### config.mk
export PLATFORM = sky130hd
export DESIGN_NAME = cmn_free_list_flat
export DESIGN_NICKNAME = d
export VERILOG_FILES = /design/src/rtl/cmn_free_list_if.sv /design/src/rtl/cmn_free_list.sv /design/src/flat_wrapper.sv
export SDC_FILE = /design/constraint.sdc
export NUM_CORES = 1
export LEC_CHECK = 0
export BUFFER_PORTS_ARGS = -buffer_cell sky130_fd_sc_hd__buf_2
export CORE_MARGIN = 2
export CORE_UTILIZATION = 41
export CTS_BUF_LIST = sky130_fd_sc_hd__clkbuf_2 sky130_fd_sc_hd__clkbuf_4 sky130_fd_sc_hd__clkbuf_8
export CTS_CLUSTER_SIZE = 30
export DETAILED_ROUTE_END_ITERATION = 8
export PLACE_DENSITY = 0.66
export SYNTH_ARGS = -nofsm -noshare
export SYNTH_HDL_FRONTEND = slang
export SYNTH_SLANG_ARGS = --single-unit
### constraint.sdc
create_clock -name clk -period 6.35 [get_ports clk]
set_clock_uncertainty 0.15 [all_clocks]
set_input_delay 0.635 -clock clk [delete_from_list [all_inputs] [get_ports clk]]
set_output_delay 0.635 -clock clk [all_outputs]
set_load 0.02 [all_outputs]
### src/rtl/cmn_free_list_if.sv
// Allocation/release bus of the free-list pool. The master side is the consumer
// that requests and returns entries; the slave side is the free list itself.
interface cmn_free_list_if #(
  parameter int ENTRY_NUM = 16,
  parameter int ALLOC_NUM = 4,
  parameter int REL_NUM   = 4
);
  localparam int AWIDTH = $clog2(ENTRY_NUM);
  localparam int CWIDTH = $clog2(ENTRY_NUM + 1);

  logic [ALLOC_NUM-1:0]                 alloc_req;
  logic [ALLOC_NUM-1:0]                 alloc_gnt;
  logic [ALLOC_NUM-1:0][ENTRY_NUM-1:0]  alloc_idx_oh;
  logic [ALLOC_NUM-1:0][AWIDTH-1:0]     alloc_idx_bin;
  logic [REL_NUM-1:0]                   rel_vld;
  logic [REL_NUM-1:0][AWIDTH-1:0]       rel_idx_bin;
  logic                                 flush;
  logic [CWIDTH-1:0]                    free_cnt;
  logic                                 empty;
  logic                                 err_dbl_free;

  modport master (
    output alloc_req, rel_vld, rel_idx_bin, flush,
    input  alloc_gnt, alloc_idx_oh, alloc_idx_bin, free_cnt, empty, err_dbl_free
  );

  modport slave (
    input  alloc_req, rel_vld, rel_idx_bin, flush,
    output alloc_gnt, alloc_idx_oh, alloc_idx_bin, free_cnt, empty, err_dbl_free
  );
endinterface

### src/rtl/cmn_free_list.sv
// Free-list owner for a pool of ENTRY_NUM entries: grants up to ALLOC_NUM lowest
// free indices per cycle, accepts REL_NUM releases, supports flush and flags bad releases.
module cmn_free_list #(
  parameter int ENTRY_NUM = 16,
  parameter int ALLOC_NUM = 4,
  parameter int REL_NUM   = 4
) (
  input  logic           clk,
  input  logic           rst,
  cmn_free_list_if.slave bus
);
  localparam int AWIDTH = $clog2(ENTRY_NUM);
  localparam int CWIDTH = $clog2(ENTRY_NUM + 1);
  localparam logic [ENTRY_NUM-1:0] ONE_V = {{(ENTRY_NUM-1){1'b0}}, 1'b1};

  function automatic logic [ENTRY_NUM-1:0] lowest_one(input logic [ENTRY_NUM-1:0] v);
    return v & (~v + ONE_V);
  endfunction

  function automatic logic [AWIDTH-1:0] oh2bin(input logic [ENTRY_NUM-1:0] oh);
    logic [AWIDTH-1:0] b;
    b = '0;
    for (int i = 0; i < ENTRY_NUM; i++) begin
      b = b | (oh[i] ? AWIDTH'(i) : {AWIDTH{1'b0}});
    end
    return b;
  endfunction

  function automatic logic [CWIDTH-1:0] popcount(input logic [ENTRY_NUM-1:0] v);
    logic [CWIDTH-1:0] c;
    c = '0;
    for (int i = 0; i < ENTRY_NUM; i++) begin
      c = c + CWIDTH'(v[i]);
    end
    return c;
  endfunction

  logic [ENTRY_NUM-1:0]                free_vec_q, free_vec_d;
  logic [CWIDTH-1:0]                   free_cnt_q, free_cnt_d;
  logic                                empty_q;
  logic                                err_q, err_d;
  logic [ENTRY_NUM-1:0]                srch_s;
  logic [ALLOC_NUM-1:0][ENTRY_NUM-1:0] cand_oh_s;
  logic [ALLOC_NUM-1:0][AWIDTH-1:0]    cand_bin_s;
  logic [ALLOC_NUM-1:0]                cand_vld_s;
  logic [ALLOC_NUM-1:0]                gnt_s;
  logic [ENTRY_NUM-1:0]                alloc_mask_s;
  logic [ENTRY_NUM-1:0]                rel_mask_s;
  logic [ENTRY_NUM-1:0]                rel_oh_s;
  logic                                rel_err_s;
  logic                                in_range_s;

  // Candidate k is the k-th lowest free entry: peel off the lowest set bit each step.
  always_comb begin
    srch_s     = free_vec_q;
    cand_oh_s  = '0;
    cand_bin_s = '0;
    cand_vld_s = '0;
    for (int k = 0; k < ALLOC_NUM; k++) begin
      cand_vld_s[k] = |srch_s;
      cand_oh_s[k]  = lowest_one(srch_s);
      cand_bin_s[k] = oh2bin(cand_oh_s[k]);
      srch_s        = srch_s & ~cand_oh_s[k];
    end
  end

  // Per-lane grant and the set of entries taken this cycle.
  always_comb begin
    gnt_s        = bus.alloc_req & cand_vld_s & {ALLOC_NUM{~bus.flush}};
    alloc_mask_s = '0;
    for (int i = 0; i < ALLOC_NUM; i++) begin
      alloc_mask_s = alloc_mask_s | (gnt_s[i] ? cand_oh_s[i] : {ENTRY_NUM{1'b0}});
    end
  end

  // Release mask; a release of an already-free, duplicated or out-of-range index is an error.
  always_comb begin
    rel_mask_s = '0;
    rel_oh_s   = '0;
    rel_err_s  = 1'b0;
    in_range_s = 1'b0;
    for (int j = 0; j < REL_NUM; j++) begin
      in_range_s = ({{(32-AWIDTH){1'b0}}, bus.rel_idx_bin[j]} < 32'(ENTRY_NUM));
      rel_oh_s   = (bus.rel_vld[j] && in_range_s) ? (ONE_V << bus.rel_idx_bin[j])
                                                  : {ENTRY_NUM{1'b0}};
      rel_err_s  = rel_err_s | (bus.rel_vld[j] & ~in_range_s)
                 | (|(rel_oh_s & (free_vec_q | rel_mask_s)));
      rel_mask_s = rel_mask_s | rel_oh_s;
    end
  end

  // Next pool state; flush overrides both grants and releases.
  always_comb begin
    free_vec_d = bus.flush ? {ENTRY_NUM{1'b1}} : ((free_vec_q & ~alloc_mask_s) | rel_mask_s);
    free_cnt_d = popcount(free_vec_d);
    err_d      = err_q | (rel_err_s & ~bus.flush);
  end

  // Pool state, count and sticky error registers.
  always_ff @(posedge clk or posedge rst) begin
    if (rst) begin
      free_vec_q <= {ENTRY_NUM{1'b1}};
      free_cnt_q <= CWIDTH'(ENTRY_NUM);
      empty_q    <= 1'b0;
      err_q      <= 1'b0;
    end else begin
      free_vec_q <= free_vec_d;
      free_cnt_q <= free_cnt_d;
      empty_q    <= (free_cnt_d == {CWIDTH{1'b0}});
      err_q      <= err_d;
    end
  end

  assign bus.alloc_gnt     = gnt_s;
  assign bus.alloc_idx_oh  = cand_oh_s;
  assign bus.alloc_idx_bin = cand_bin_s;
  assign bus.free_cnt      = free_cnt_q;
  assign bus.empty         = empty_q;
  assign bus.err_dbl_free  = err_q;
endmodule

### src/flat_wrapper.sv
// flat-port wrapper written by rule: the top's interface ports become plain ports
module cmn_free_list_flat 
#(
  parameter int ENTRY_NUM = 16,
  parameter int ALLOC_NUM = 4,
  parameter int REL_NUM   = 4
)
  (clk, rst, bus_alloc_req, bus_rel_vld, bus_rel_idx_bin, bus_flush, bus_alloc_gnt, bus_alloc_idx_oh, bus_alloc_idx_bin, bus_free_cnt, bus_empty, bus_err_dbl_free);
  cmn_free_list_if #(.ENTRY_NUM(ENTRY_NUM), .ALLOC_NUM(ALLOC_NUM), .REL_NUM(REL_NUM)) bus_i ();
  input  logic clk;
  input  logic rst;
  input wire logic [$bits(bus_i.alloc_req)-1:0] bus_alloc_req;
  input wire logic [$bits(bus_i.rel_vld)-1:0] bus_rel_vld;
  input wire logic [$bits(bus_i.rel_idx_bin)-1:0] bus_rel_idx_bin;
  input wire logic [$bits(bus_i.flush)-1:0] bus_flush;
  output wire logic [$bits(bus_i.alloc_gnt)-1:0] bus_alloc_gnt;
  output wire logic [$bits(bus_i.alloc_idx_oh)-1:0] bus_alloc_idx_oh;
  output wire logic [$bits(bus_i.alloc_idx_bin)-1:0] bus_alloc_idx_bin;
  output wire logic [$bits(bus_i.free_cnt)-1:0] bus_free_cnt;
  output wire logic [$bits(bus_i.empty)-1:0] bus_empty;
  output wire logic [$bits(bus_i.err_dbl_free)-1:0] bus_err_dbl_free;
  assign bus_i.alloc_req = bus_alloc_req;
  assign bus_i.rel_vld = bus_rel_vld;
  assign bus_i.rel_idx_bin = bus_rel_idx_bin;
  assign bus_i.flush = bus_flush;
  assign bus_alloc_gnt = bus_i.alloc_gnt;
  assign bus_alloc_idx_oh = bus_i.alloc_idx_oh;
  assign bus_alloc_idx_bin = bus_i.alloc_idx_bin;
  assign bus_free_cnt = bus_i.free_cnt;
  assign bus_empty = bus_i.empty;
  assign bus_err_dbl_free = bus_i.err_dbl_free;
  cmn_free_list #(.ENTRY_NUM(ENTRY_NUM), .ALLOC_NUM(ALLOC_NUM), .REL_NUM(REL_NUM)) u_core (.clk(clk), .rst(rst), .bus(bus_i));
endmodule
After elaboration in Yosys (flattened, before gate mapping)
Cells that the tools add are included.

Register bits after elaboration: 23. Latch bits: 0. Memory bits (writable): 0. Memory bits (read-only): 0. Input port bits: 27. Output and inout port bits: 91. Word-level logic and storage cells: 199. Memories kept: 0.

Add/sub/neg operators: 19. Multiply operators: 0. Div/mod/pow operators: 0. $lt $le $gt $ge: 0. Eq/ne operators: 0. Shift-type cells: 4. Multiplexer cells: 69. Bitwise logic cells: 94. Reduce and logical (&&, ||, !) cells: 9.

Operators with widths (count): 4-bit bitwise OR (56); 16-bit bitwise AND (12); 16-bit bitwise OR (10); 16-bit two-way mux (9); 4-bit two-way mux (32); 16-bit NOT (8); 16-bit OR reduction (8); 16-bit by 1-bit adder with 16-bit output, second input constant (4); 1-bit by 4-bit left shift with 16-bit output, first input constant (4); 5-bit by 1-bit adder with 5-bit output (11); 3-bit two-way mux (16); 2-bit two-way mux (8); 4-bit bitwise AND (2); 4-bit by 1-bit adder with 5-bit output (1); 5-bit logical NOT (1); 3-bit by 1-bit adder with 4-bit output (1); 1-bit two-way mux (4); 1-bit bitwise OR (4); 2-bit by 1-bit adder with 3-bit output (1); 1-bit by 1-bit adder with 2-bit output (1); 1-bit bitwise AND (1); 1-bit NOT (1).

Depth between registers and ports, before layout
Depth in word-level cells: 42. Mapped depth: 27.

Least setup slack after synthesis
OpenSTA, ideal clock, no wires.

Kind: reg2reg. Start point: register u_core.free_vec_q[0]. End point: register u_core.empty_q (netlist: u_core.bus.empty). Setup time: 0.101 ns. Arrival: 6.055 ns. Required time: 6.099 ns. Path slack: 0.044 ns. Stages on the path, launching flop included: 24. Path through: dfstp_2 > clkbuf_1 > a211o_1 > nor2_1 > a211o_1 > o21a_1 > o21ai_1 > clkbuf_1 > a211oi_1 > o211a_1 > and2_1 > o41a_1 > fa_1 > inv_1 > fa_1 > fa_1 > inv_1 > fa_1 > inv_1 > ha_1 > inv_1 > fa_1 > xnor2_1 > nor4_1.

Elaborated cells between the ends (all ways): 51. Those cells by class: 19 x add/sub; 5 x mux; 22 x bitwise; 5 x reduce/logical.

RTL lines: start: declaration (RTL line cmn_free_list.sv:38) `logic [ENTRY_NUM-1:0] free_vec_q, free_vec_d;`; start signal: assignment (RTL line cmn_free_list.sv:102) `free_vec_q <= {ENTRY_NUM{1'b1}};`; start signal: assignment (RTL line cmn_free_list.sv:107) `free_vec_q <= free_vec_d;`; 16-bit NOT (RTL line cmn_free_list.sv:17) `return v & (~v + ONE_V);`; 16-bit by 1-bit adder with 16-bit output (RTL line cmn_free_list.sv:17); 16-bit bitwise AND (RTL line cmn_free_list.sv:17); 16-bit NOT (RTL line cmn_free_list.sv:63) `srch_s = srch_s & ~cand_oh_s[k];`; 16-bit bitwise AND * (RTL line cmn_free_list.sv:63); 16-bit NOT (RTL line cmn_free_list.sv:17); 16-bit by 1-bit adder with 16-bit output (RTL line cmn_free_list.sv:17); 16-bit bitwise AND (RTL line cmn_free_list.sv:17); (+10 left out); via bus_alloc_idx_oh[59] (RTL line flat_wrapper.sv:17) `output wire logic [$bits(bus_i.alloc_idx_oh)-1:0] bus_alloc_idx_oh;`; (+1 left out); 16-bit bitwise OR * (RTL line cmn_free_list.sv:72) `alloc_mask_s = alloc_mask_s | (gnt_s[i] ? cand_oh_s[i] : {ENTRY_NUM{1'b0}});`; 16-bit NOT * (RTL line cmn_free_list.sv:94) `free_vec_d = bus.flush ? {ENTRY_NUM{1'b1}} : ((free_vec_q & ~alloc_mask_s) | rel_mask_s);`; 16-bit bitwise AND * (RTL line cmn_free_list.sv:94); 16-bit bitwise OR * (RTL line cmn_free_list.sv:94); 16-bit two-way mux * (RTL line cmn_free_list.sv:94); 5-bit by 1-bit adder with 5-bit output * (5 in series) (RTL line cmn_free_list.sv:33) `c = c + CWIDTH'(v[i]);`; via u_core.free_cnt_d[2] (RTL line cmn_free_list.sv:39) `logic [CWIDTH-1:0] free_cnt_q, free_cnt_d;`; 5-bit logical NOT * (RTL line cmn_free_list.sv:109) `empty_q <= (free_cnt_d == {CWIDTH{1'b0}});`; end signal: assignment (RTL line cmn_free_list.sv:109); end: declaration (RTL line cmn_free_list.sv:40) `logic empty_q;`.

Mark *: on every way through the listed nets, which the timed path passes. The rest lies on a longest branch.

Final worst setup path
Start point: register u_core.free_vec_q[4]. End point: register u_core.empty_q (netlist: u_core.bus.empty).

Longest elaborated chain between the ends: 40. Elaborated cells between the ends (all ways): 51. Those cells by class: 19 x add/sub; 5 x mux; 22 x bitwise; 5 x reduce/logical.

RTL lines (RTL line): 16-bit NOT (cmn_free_list.sv:17); 16-bit by 1-bit adder with 16-bit output (cmn_free_list.sv:17); 16-bit bitwise AND (cmn_free_list.sv:17); 16-bit NOT (cmn_free_list.sv:63); 16-bit bitwise AND (cmn_free_list.sv:63); 16-bit NOT (cmn_free_list.sv:17); 16-bit by 1-bit adder with 16-bit output (cmn_free_list.sv:17); 16-bit bitwise AND (cmn_free_list.sv:17); (+15 left out); 16-bit two-way mux * (cmn_free_list.sv:94); 1-bit by 1-bit adder with 2-bit output (cmn_free_list.sv:33); 2-bit by 1-bit adder with 3-bit output (cmn_free_list.sv:33); 3-bit by 1-bit adder with 4-bit output (cmn_free_list.sv:33); 4-bit by 1-bit adder with 5-bit output (cmn_free_list.sv:33); 5-bit by 1-bit adder with 5-bit output (10 in series) (cmn_free_list.sv:33); 5-bit by 1-bit adder with 5-bit output * (cmn_free_list.sv:33); 5-bit logical NOT * (cmn_free_list.sv:109).

Mark *: on every way between the ends. The rest lies on a longest branch, timed or not.

==> results.txt <==
status -> complete, but fails checks
failing checks -> setup timing
cell-internal power -> 414.1 µW
via count -> 6745
Tcrit/Tclk final -> 1.000
cts bufs inserted -> 3
Net Switching -> 407.3 µW
total die area -> 12700 µm²
clock sink count -> 23
initial antenna violation count -> 0
# DRC -> 0
share of power burned in registers -> 0.231
Global Route Usage Sum -> 0.3747
final cell count without fillers -> 1052
final-report hold violation count -> 0
worst slack at placement -> -105.7 ps
fill cell count -> 1108
first-pass GRT wire length -> 37050 µm
H-tree levels -> 1
sw frac -> 0.4959
Placed Instances -> 1028
Comb pwr share -> 0.656
post-layout util -> 0.5772
Detail Route Antenna Nets -> 0
sequential-to-total area share from yosys stat -> 0.1232
WP data required -> 6380 ps
PD cells -> 124.1 nW/µm²
final WL -> 24640 µm
Period minus WS final -> 6352 ps
Worst Tran Pin Value -> 1047 ps
Die W -> 112.7 µm
first-pass detailed-route iteration total -> 5
HP Class -> reg -> reg
CP endpoint kind -> register
Post-layout nets -> 952
hold buffers post-CTS -> 0
HPWL Detailed -> 20080 µm
share of post-route cells with drive strength above 1 -> 0.3652
Seq cells post-synth -> 23
Ys Warns -> 0
largest net degree at the start of global routing -> 32
Initial Utilization -> 0.4226
IO Pins -> 118
maximum vdd ir drop -> 97.26 µV
diode count -> 0
core area -> 11470 µm²
synthesis-to-layout area growth -> 36.59%
vias per inst -> 6.412
clock latency on the worst-skew pair -> 270 ps
cell count after synthesis -> 706
Starting DRT DRC Count -> 692
worst rel slew slack -> 0.2960
Final Hold Slack -> 318.7 ps
Clock transition at path regs -> 90 ps
RSZ-0062 raised after global routing -> yes
Root Buffer -> clkbuf_8
Post-synth ARST share -> 1.000
PnR worst setup slack -> -2.218 ps
CP Launch Type -> register
main flop type after synthesis -> dfstp_2
Worst Path Arrival -> 6380 ps
number of port buffers -> 111
clock power share -> 0.113
storage element area -> 596.8 µm²
cell row count -> 39
multi-input logic area -> 4054 µm²
Cell Area, Placed -> 6243 µm²
final setup fails -> 1
Max-cap violations -> 0
synthesized area per cell -> 6.864 µm²
post-route cell area -> 6619 µm²
Lkg Pwr -> 0.003105 µW
clk buf depth -> 2
CTS tree -> done
number of flops mapped to enable cells by yosys -> 0
Unique masters post-synth -> 87
Avg WL per Cell -> 23.42 µm
Die Height -> 112.7 µm
post-synthesis instance area -> 4846 µm²
gp weighted congestion -> 1.059
Crit Path Class -> reg -> reg
vias in the first global route -> 6406
CP Max Fanout -> 7
Max Transition Viols Final -> 0
Overflow after GRT -> 0
fmax -> 157.4 MHz
-- critical path, cell delays in order (launching register included) --
cell       delay (ps)
dfstp_2           410
or4_4             620
o41ai_4           380
buf_4             180
a2bb2oi_4          80
nor2_4            210
a21oi_4           100
nor4_4            380
buf_4             180
nor3b_2            50
and3_4            180
o21a_1            180
fa_1              520
inv_2              40
fa_1              490
fa_1              520
inv_2              40
fa_1              440
inv_1              70
ha_2              190
inv_2              40
fa_2              520
nand2b_1           70
nor4_2            210
-- metrics by stage --
stage | total power, µW | setup TNS (ps)
finish | 821.4 | -2.218
global route | 871.6 | -515.8
floorplan | 507.6 | 0
detailed placement | 688.9 | -105.7
CTS | 786.7 | 0
global placement | 677.0 | 0
-- flip-flops by register name (all words and copies together) (netlist names) --
name,cells
u_core.free_vec_q,16
u_core.bus.free_cnt,5
u_core.bus.empty,1
u_core.bus.err_dbl_free,1
-- area by class of cell --
| cell class | instances | area share |
|---|---|---|
| clock buffers | 3 | 0.006238 |
| repair buffers | 248 | 0.2442 |
| clock inverters | 1 | 0.001134 |
| well taps | 143 | 0.02703 |
| flip-flops and latches | 23 | 0.09017 |
| multi-input cells | 601 | 0.6125 |
| inverters | 33 | 0.01871 |
-- final timing paths --
check / start / to / slack, ps / cells after the start
max in group asynchronous: rst / u_core.bus.free_cnt[0] / 5160 / 2
worst max-delay path: u_core.free_vec_q[4] / u_core.bus.empty / -2 / 23
worst min-delay path: u_core.bus.err_dbl_free / u_core.bus.err_dbl_free / 320 / 1
worst max register to register: u_core.free_vec_q[4] / u_core.bus.empty / -2 / 23
min in group asynchronous: rst / u_core.bus.empty / 380 / 2
worst min register to register: u_core.bus.err_dbl_free / u_core.bus.err_dbl_free / 320 / 1
-- layout by cell type (no fill, tap or decap), drive strengths merged, types with 5 or more instances in the layout --
cell	Yosys	routed
xor2	5	5
buf	16	248
a221oi	7	7
and2	14	14
or2	15	15
ha	5	5
or4	7	7
nand3b	6	6
o21a	13	13
nor3b	7	7
nor4	19	19
o22ai	18	18
a221o	7	7
o31ai	11	11
xnor2	6	6
nand2b	15	15
a2111oi	10	10
nand3	26	26
dfstp	17	17
a21oi	31	31
a31oi	7	7
conb	1	6
fa	10	10
dfrtp	6	6
and3	14	14
a21o	10	10
nor2b	10	10
nand4	12	12
inv	33	33
nor2	92	92
nor3	38	38
a22oi	5	5
nand2	55	55
or3	10	10
o21ai	43	43
a211oi	8	8
-- synth_stat cells (9+ instances only) --
| cell | instances | share of area |
|---|---|---|
| nand2_1 | 55 | 0.043 |
| clkbuf_1 | 38 | 0.029 |
| nor4_1 | 16 | 0.021 |
| o22ai_1 | 17 | 0.022 |
| and2_1 | 14 | 0.018 |
| or3_1 | 10 | 0.013 |
| inv_1 | 32 | 0.025 |
| a2111oi_0 | 9 | 0.016 |
| nor2b_1 | 10 | 0.013 |
| and3_1 | 14 | 0.018 |
| fa_1 | 10 | 0.041 |
| o21a_1 | 13 | 0.020 |
| nor2_1 | 91 | 0.070 |
| o31ai_1 | 9 | 0.014 |
| nand3_1 | 26 | 0.027 |
| dfstp_2 | 17 | 0.092 |
| o21ai_0 | 37 | 0.038 |
| nand2b_1 | 15 | 0.019 |
| or2_2 | 13 | 0.017 |
| a21o_1 | 10 | 0.015 |
| a21oi_1 | 29 | 0.030 |
| nor3_1 | 36 | 0.037 |
| nand4_1 | 12 | 0.015 |
-- logic make-up (layout without fill, tap and decap cells) --
logic type / count (synthesis) / in the layout / share of synthesized area
AO/OA/AOI/OAI: 212 / 212 / 0.3243
XOR/XNOR: 11 / 11 / 0.01988
adder cells (fa/ha/maj): 19 / 19 / 0.06248
buffers and inverters: 87 / 285 / 0.07901
flip-flops: 23 / 23 / 0.1232
multiplexers: 2 / 2 / 0.004131
other: 1 / 6 / 0.0007739
AND/OR/NAND/NOR: 351 / 351 / 0.3863
-- routing by layer --
layer	global-route usage	routed length [µm]
met2	0.6212	11450
met4	0.2504	2050
met5	0	0
met1	0.4628	9151
met3	0.03482	1985
-- repair_timing --
action,CTS,global route
hold endpoints to repair,0,0
setup buffers,3,18
resized for setup,16,23
pin swaps,8,22
endpoints found under the setup margin,2,5
-- power by group through the flow --
stage                     sequential [µW]  clock [µW]  combinational, µW
after detailed placement              190           0                499
after global placement                188           0                489
after global routing                  193         102                576
after CTS                             190        93.7                503
final                                 190        92.5                539
after floorplan                       211           0                296
Note: power is estimated with default switching activity, not from simulation.
